File: config.mk
export PLATFORM = sky130hd
export DESIGN_NAME = uart_ctrl_regfile
export DESIGN_NICKNAME = d
export VERILOG_FILES = /design/src/rtl/uart_ctrl_regfile.sv
export SDC_FILE = /design/constraint.sdc
export NUM_CORES = 1
export LEC_CHECK = 0
export BUFFER_PORTS_ARGS = -buffer_cell sky130_fd_sc_hd__buf_4
export CORE_MARGIN = 3
export CORE_UTILIZATION = 35
export DETAILED_ROUTE_END_ITERATION = 10
export GPL_TIMING_DRIVEN = 0
export PLACE_DENSITY_LB_ADDON = 0.05
export SYNTH_ARGS = -nofsm -noshare
export SYNTH_HDL_FRONTEND = slang
export SYNTH_SLANG_ARGS = --single-unit
File: constraint.sdc
create_clock -name clk -period 3.7 [get_ports clk]
set_input_delay 0.74 -clock clk [delete_from_list [all_inputs] [get_ports clk]]
set_output_delay 0.74 -clock clk [all_outputs]
set_load 0.05 [all_outputs]
File: src/rtl/uart_ctrl_regfile.sv
// UART control register file: 8-byte bus-mapped register bank driving the UART
// configuration, Rx FIFO pop/clear strobes and a sticky-status interrupt.
module uart_ctrl_regfile #(
    parameter logic [15:0] DEFAULT_PERIOD    = 16'd20,
    parameter logic [3:0]  DEFAULT_UP_TIME   = 4'd10,
    parameter logic [3:0]  DEFAULT_DOWN_TIME = 4'd5,
    parameter logic [3:0]  DEFAULT_MODE      = 4'b0001
) (
    input  logic        clk,
    input  logic        rst,
    input  logic [2:0]  AddrBus_i,
    input  logic        n_ChipSelect_i,
    input  logic        n_rd_i,
    input  logic        n_we_i,
    input  logic [7:0]  DataBus_i,
    output logic [7:0]  DataBus_o,
    input  logic        p_RxParityErr_i,
    input  logic        p_RxFrameErr_i,
    input  logic [7:0]  RxData_i,
    input  logic        p_RxFIFO_Empty_i,
    output logic        n_RxFIFO_Rd_o,
    output logic        n_RxFIFO_Clr_o,
    output logic        p_RxFrame_Func_En_o,
    output logic [15:0] BaudRateGen_o,
    output logic [7:0]  BitCompensation_o,
    output logic [4:0]  AcqNumPerBit_o,
    output logic        p_ParityEnable_o,
    output logic        p_BigEnd_o,
    output logic        ParityMethod_o,
    output logic [3:0]  UartMode_o,
    output logic        p_Irq_o
);
    logic       accCond, accPrev, accStart, rdStart, wrStart;
    logic [7:0] baudShadow, irqEn, rdMux;
    logic [2:0] sticky, stSet, stClr;
    logic [7:0] irqStat;

    // Both strobes low is not a valid access; a start is the rising edge of a valid one.
    assign accCond  = !n_ChipSelect_i && (n_rd_i ^ n_we_i);
    assign accStart = accCond && !accPrev;
    assign rdStart  = accStart && !n_rd_i;
    assign wrStart  = accStart && !n_we_i;

    assign irqStat = {4'b0, ~p_RxFIFO_Empty_i, sticky};
    assign stSet   = {rdStart && AddrBus_i == 3'd7 && p_RxFIFO_Empty_i,
                      p_RxFrameErr_i, p_RxParityErr_i};
    assign stClr   = (wrStart && AddrBus_i == 3'd6) ? DataBus_i[2:0] : 3'b0;

    always_comb begin
        rdMux = 8'h00;
        case (AddrBus_i)
            3'd0: rdMux = {6'b0, p_RxFrame_Func_En_o, 1'b0};
            3'd1: rdMux = {p_BigEnd_o, p_ParityEnable_o, ParityMethod_o, 1'b0, UartMode_o};
            3'd2: rdMux = BaudRateGen_o[7:0];
            3'd3: rdMux = BaudRateGen_o[15:8];
            3'd4: rdMux = BitCompensation_o;
            3'd5: rdMux = irqEn;
            3'd6: rdMux = irqStat;
            3'd7: rdMux = p_RxFIFO_Empty_i ? 8'h00 : RxData_i;
            default: rdMux = 8'h00;
        endcase
    end

    always_ff @(posedge clk) begin
        // Track the strobe level through reset so a held access cannot restart on release.
        accPrev <= accCond;
        if (!rst) begin
            BaudRateGen_o       <= DEFAULT_PERIOD;
            BitCompensation_o   <= {DEFAULT_UP_TIME, DEFAULT_DOWN_TIME};
            AcqNumPerBit_o      <= {1'b0, DEFAULT_UP_TIME} + {1'b0, DEFAULT_DOWN_TIME};
            p_ParityEnable_o    <= 1'b1;
            p_BigEnd_o          <= 1'b0;
            ParityMethod_o      <= 1'b1;
            UartMode_o          <= DEFAULT_MODE;
            p_RxFrame_Func_En_o <= 1'b0;
            irqEn               <= 8'h00;
            sticky              <= 3'b000;
            baudShadow          <= 8'h00;
            DataBus_o           <= 8'h00;
            p_Irq_o             <= 1'b0;
            n_RxFIFO_Rd_o       <= 1'b1;
            n_RxFIFO_Clr_o      <= 1'b1;
        end else begin
            n_RxFIFO_Rd_o  <= 1'b1;
            n_RxFIFO_Clr_o <= 1'b1;
            sticky         <= (sticky & ~stClr) | stSet;
            p_Irq_o        <= |(irqStat[3:0] & irqEn[3:0]);
            if (wrStart) begin
                case (AddrBus_i)
                    3'd0: begin
                        n_RxFIFO_Clr_o      <= ~DataBus_i[0];
                        p_RxFrame_Func_En_o <= DataBus_i[1];
                    end
                    3'd1: begin
                        p_BigEnd_o       <= DataBus_i[7];
                        p_ParityEnable_o <= DataBus_i[6];
                        ParityMethod_o   <= DataBus_i[5];
                        if ($onehot(DataBus_i[3:0])) UartMode_o <= DataBus_i[3:0];
                    end
                    3'd2: baudShadow    <= DataBus_i;
                    3'd3: BaudRateGen_o <= {DataBus_i, baudShadow};
                    3'd4: if (DataBus_i != 8'h00) begin
                        BitCompensation_o <= DataBus_i;
                        AcqNumPerBit_o    <= {1'b0, DataBus_i[7:4]} + {1'b0, DataBus_i[3:0]};
                    end
                    3'd5: irqEn <= DataBus_i;
                    default: ;
                endcase
            end
            if (rdStart) begin
                DataBus_o <= rdMux;
                if (AddrBus_i == 3'd7 && !p_RxFIFO_Empty_i) n_RxFIFO_Rd_o <= 1'b0;
            end
        end
    end
endmodule

After elaboration in Yosys (flattened, before gate mapping)
Index checks and enable logic that the tools add are counted.
- add/sub/neg operators: 4
- equal/unequal tests: 8
- mux-type cells: 4
- bitwise gates (word level): 7
- reductions and logical operators: 25
- operators by type and width (operator ; count):
    8-bit one-hot mux with 8 select lines ; 1
    3-bit == test (second input constant) ; 4
    2-bit AND reduction ; 6
    3-bit AND reduction ; 3
    1-bit logical AND ; 8
    8-bit two-way mux ; 1
    8-bit nonzero test ; 1
    3-bit by 1-bit == test with 1-bit output (second input constant) ; 2
    3-bit by 2-bit == test with 1-bit output (second input constant) ; 2
    4-bit by 4-bit adder with 5-bit output ; 1
    1-bit zero test ; 5
    1-bit by 1-bit adder with 2-bit output ; 2
    4-bit bitwise AND ; 1
    4-bit OR reduction ; 1
    2-bit by 2-bit adder with 3-bit output ; 1
    3-bit bitwise AND ; 1
    3-bit zero test ; 1
    3-bit two-way mux ; 1
    3-bit NOT ; 1
    3-bit OR ; 1
    1-bit NOT ; 2
    1-bit two-way mux ; 1
    1-bit XOR ; 1
- register bits: 68
- input port bits: 27
- output and inout bits: 48
- logic and storage cells: 64

Longest topological paths before layout
- depth after elaboration: 9
- depth in mapped cells: 10
- gate-level depth less buffers: 9

Worst setup path before layout
OpenSTA, ideal clock, no wires.
- path kind: input port to flip-flop
- start point: in DataBus_i[1]
- end point: reg UartMode_o[0]
- library setup time: 0.129 ns
- arrival: 3.068 ns
- required time: 3.571 ns
- path slack: 0.502 ns
- stages on the path: 10
- path buffers: 1
- cell sequence: clkbuf_1 > inv_1 > fa_1 > inv_1 > ha_1 > ha_1 > or3b_2 > nor4_4 > mux2i_1 > nand2_1
- cells in the longest elaborated chain, start to end: 4
- ends and longest elaborated chain (element ; RTL line ; RTL):
    start: declaration ; 15 ; input logic [7:0] DataBus_i,
    1-bit by 1-bit adder with 2-bit output (not written as such) ; 98 ; if ($onehot(DataBus_i[3:0])) UartMode_o <= DataBus_i[3:0];
    2-bit by 2-bit adder with 3-bit output (not written as such) ; 98 ;
    3-bit by 1-bit == test with 1-bit output ; 98 ;
    3-bit AND reduction (no line) ; -- ;
    end signal: assignment ; 98 ;
    end: declaration ; 30 ; output logic [3:0] UartMode_o,
Every way passes these cells.
A chain may end at the register's enable or synchronous reset.

Worst setup path after layout
Same ends and word-level chain as after synthesis.

==> impl_metrics.yaml <==
drt:
  wl_met2_mm: 4.52
  drt_iter0_markers: 154
  routed_wl_mm: 9.84
  topRoutingLayerUsed: "met4"
  drtAntennaViolNets: 0
  vias: 2786
  via_per_inst: 5.29
  dr.pass1.iters: 4
  met1_length_mm: 4.56
  drc: 0
  route.met3.wl_um: 585
  wire_per_inst_um: 18.7
finish:
  area_growth_pct: 28.0
  n_antenna_cell: 0
  final_cell_mix: "buf_4 (73), dfxtp_1 (68), mux2i_1 (40), nor2_1 (36)"
  fin_cells: 527
  layout_commonest_cell: "buf_4"
  post_route_cells_drive_above_1_share_pct: 25.1
  fillers: 833
  nets: 453
  final_util_pct: 47.6
clock_network:
  path_clk_slew_ns: 0.08
  cts_num_sinks: 68
  clock_latency_ns: 0.34
  post_cts_resized: 0
  postCtsHoldBufs: 0
  h-tree-depth: 3
  cts_tree: "done"
  cts_made_buffers: 9
  cts_root_buffer: "clkbuf_8"
  cts_max_path_buffers: 2
  post_cts_buffers: 0
yosys:
  synthSimpleGateAreaFrac_pct: 16.3
  syn_inst: 333
  synth_compound_area_share_pct: 15.2
  synth_ff_type: "dfxtp_1"
  synth_area_per_cell_um2: 9.46
  syn_nets: 369
  muxShareOfSynthArea_pct: 14.9
  synthTopCellsByArea: "dfxtp_1 (43%), mux2i_1 (13%), nor2_1 (4.3%)"
  yosysSeqAreaShare_pct: 43.2
  ys_warn_count: 0
  yosys.area.top_type: "dfxtp_1"
  yosysUniqueCellTypes: 51
  synth_edf_count: 0
  synth_top_family_by_area: "simple AND/OR/NAND/NOR gates"
  ys_ff_latch: 68
  yosys.area_share.adder_pct: 4.05
  synth_area_um2: 3150
  async_flop_share_pct: 0
  synth_top_area_share_pct: 43.2
  synth_xor_xnor_area_share_pct: 0.556
job:
  drv_cap: 0
timing:
  final.setup_skew_ns: 0.00978
  slew_headroom_pct: 53.7
  finalSetupViolations: 0
  max_freq_ghz: 0.294
  rsz0062_at_grt: "no"
  drv_slew: 0
  finalCritPeriodShare_pct: 92.0
  final_hold_viol_count: 0
  finalCriticalPeriod_ns: 3.40
  hold-worst-slack_ns: 0.457
  worst_pin_slew_ns: 0.689
die:
  die_h_um: 101
  io_pins: 75
  core-area_um2: 8460
  fp.dieW_um: 101
  initial_core_util_pct: 37.2
  die-area_um2: 10200
  rows: 33
grt:
  track_usage_pct: 20.0
  grt-ovfl-total: 0
  grt_pass1_vias: 2737
  antenna_found_initial: 0
  grt_start_max_net_pins: 12
  grt_pass1_wl_mm: 15.4
power:
  power_mw: 1.55
  p_leak_nw: 1.79
  power_density_nw_per_um2: 384
  ir_drop_v: 0.000185
placed_design:
  hpwl_mm: 7.32
  port_buffers: 73
  dpl.cell_count: 511
  routabilityCongestion: 0.825
worst_setup_path:
  crit_type: "in -> reg"
  worst_ep_required_time_ns: 3.91
  cp-start-kind: "primary input"
  cp_max_fo: 8
  crit_arrival_ns: 3.61
  end_kind: "flop"
hold_path:
  hp-class: "reg -> reg"
outcome:
  outcome: "finished, final reports clean"
[final timing paths]
path	cells past startpoint	slack (ns)	end	start
hold / removal	2	0.46	DataBus_o[4]$_SDFFE_PN0N_	DataBus_o[4]$_SDFFE_PN0N_
setup / recovery	11	0.30	UartMode_o[0]$_SDFFE_PN1P_	DataBus_i[1]
setup reg to reg	6	1.64	AcqNumPerBit_o[2]$_SDFFE_PN1P_	accPrev$_DFF_P_
hold reg to reg	2	0.46	DataBus_o[4]$_SDFFE_PN0N_	DataBus_o[4]$_SDFFE_PN0N_
[critical path: stages]
cell      delay (ns)
buf_4           0.08
clkbuf_1        0.40
inv_1           0.22
fa_1            0.55
inv_1           0.04
ha_1            0.17
ha_1            0.26
or3b_2          0.50
nor4_4          0.35
mux2i_1         0.23
nand2_1         0.06
[logic make-up (layout without fill, tap and decap cells)]
group                    Yosys count  after routing
AO/OA/AOI/OAI                     69             69
XOR/XNOR                           2              2
adder cells (fa/ha/maj)            9              9
buffers and inverters             39            128
flip-flops                        68             68
multiplexers                      46             46
AND/OR/NAND/NOR                  100            100
[report_power, final]
group | internal, mW | switching (mW) | total [mW]
Sequential | 0.740 | 0.00607 | 0.746
Combinational | 0.0654 | 0.109 | 0.174
Clock | 0.346 | 0.282 | 0.628
Total | 1.15 | 0.396 | 1.55
[per-layer routing]
layer	up-vias	global-route usage, %
met5	-	0
met4	0	6.01
met3	10	4.78
met2	95	31.0
met1	1320	27.6
li1	1361	-
[metrics by stage]
stage               setup TNS [ns]  setup WS [ns]  area, um^2
floorplan                        0          0.502        3150
global placement           -0.0266        -0.0266        3830
detailed placement         -0.0617        -0.0617        3830
CTS                              0          0.296        4030
global route                     0          0.132        4030
finish                           0          0.298        4030
[state kept, by name, indices dropped and copies added (netlist names)]
register,cells
n_RxFIFO_Rd_o,1
p_RxFrame_Func_En_o,1
baudShadow,8
p_Irq_o,1
sticky,3
UartMode_o,4
AcqNumPerBit_o,5
DataBus_o,8
BaudRateGen_o,16
BitCompensation_o,8
accPrev,1
p_BigEnd_o,1
irqEn,8
ParityMethod_o,1
p_ParityEnable_o,1
n_RxFIFO_Clr_o,1
[cell type report]
cell class / count / area (um^2) / share of cell area, %
clock inverter: 4 / 47.5 / 1.18
buffer: 23 / 123 / 3.04
clock buffer: 12 / 155 / 3.85
multi-input combinational: 226 / 1610 / 39.8
tap: 105 / 131 / 3.26
sequential: 68 / 1360 / 33.8
timing repair buffer: 73 / 548 / 13.6
inverter: 16 / 60.1 / 1.49
[synth_stat cells (3+ instances only)]
cell,count
buf_2,3
clkbuf_1,13
mux2i_1,40
a21oi_1,8
a221o_1,9
nor2_1,36
or3_1,3
nor3_1,4
o211ai_1,3
ha_1,7
nand2b_1,3
a22oi_1,6
nand3_1,10
mux2_2,6
nand2_1,24
nor2b_1,5
a221oi_1,3
buf_1,3
o21ai_0,24
inv_1,15
dfxtp_1,68
Power figures use the tool's default switching activity.
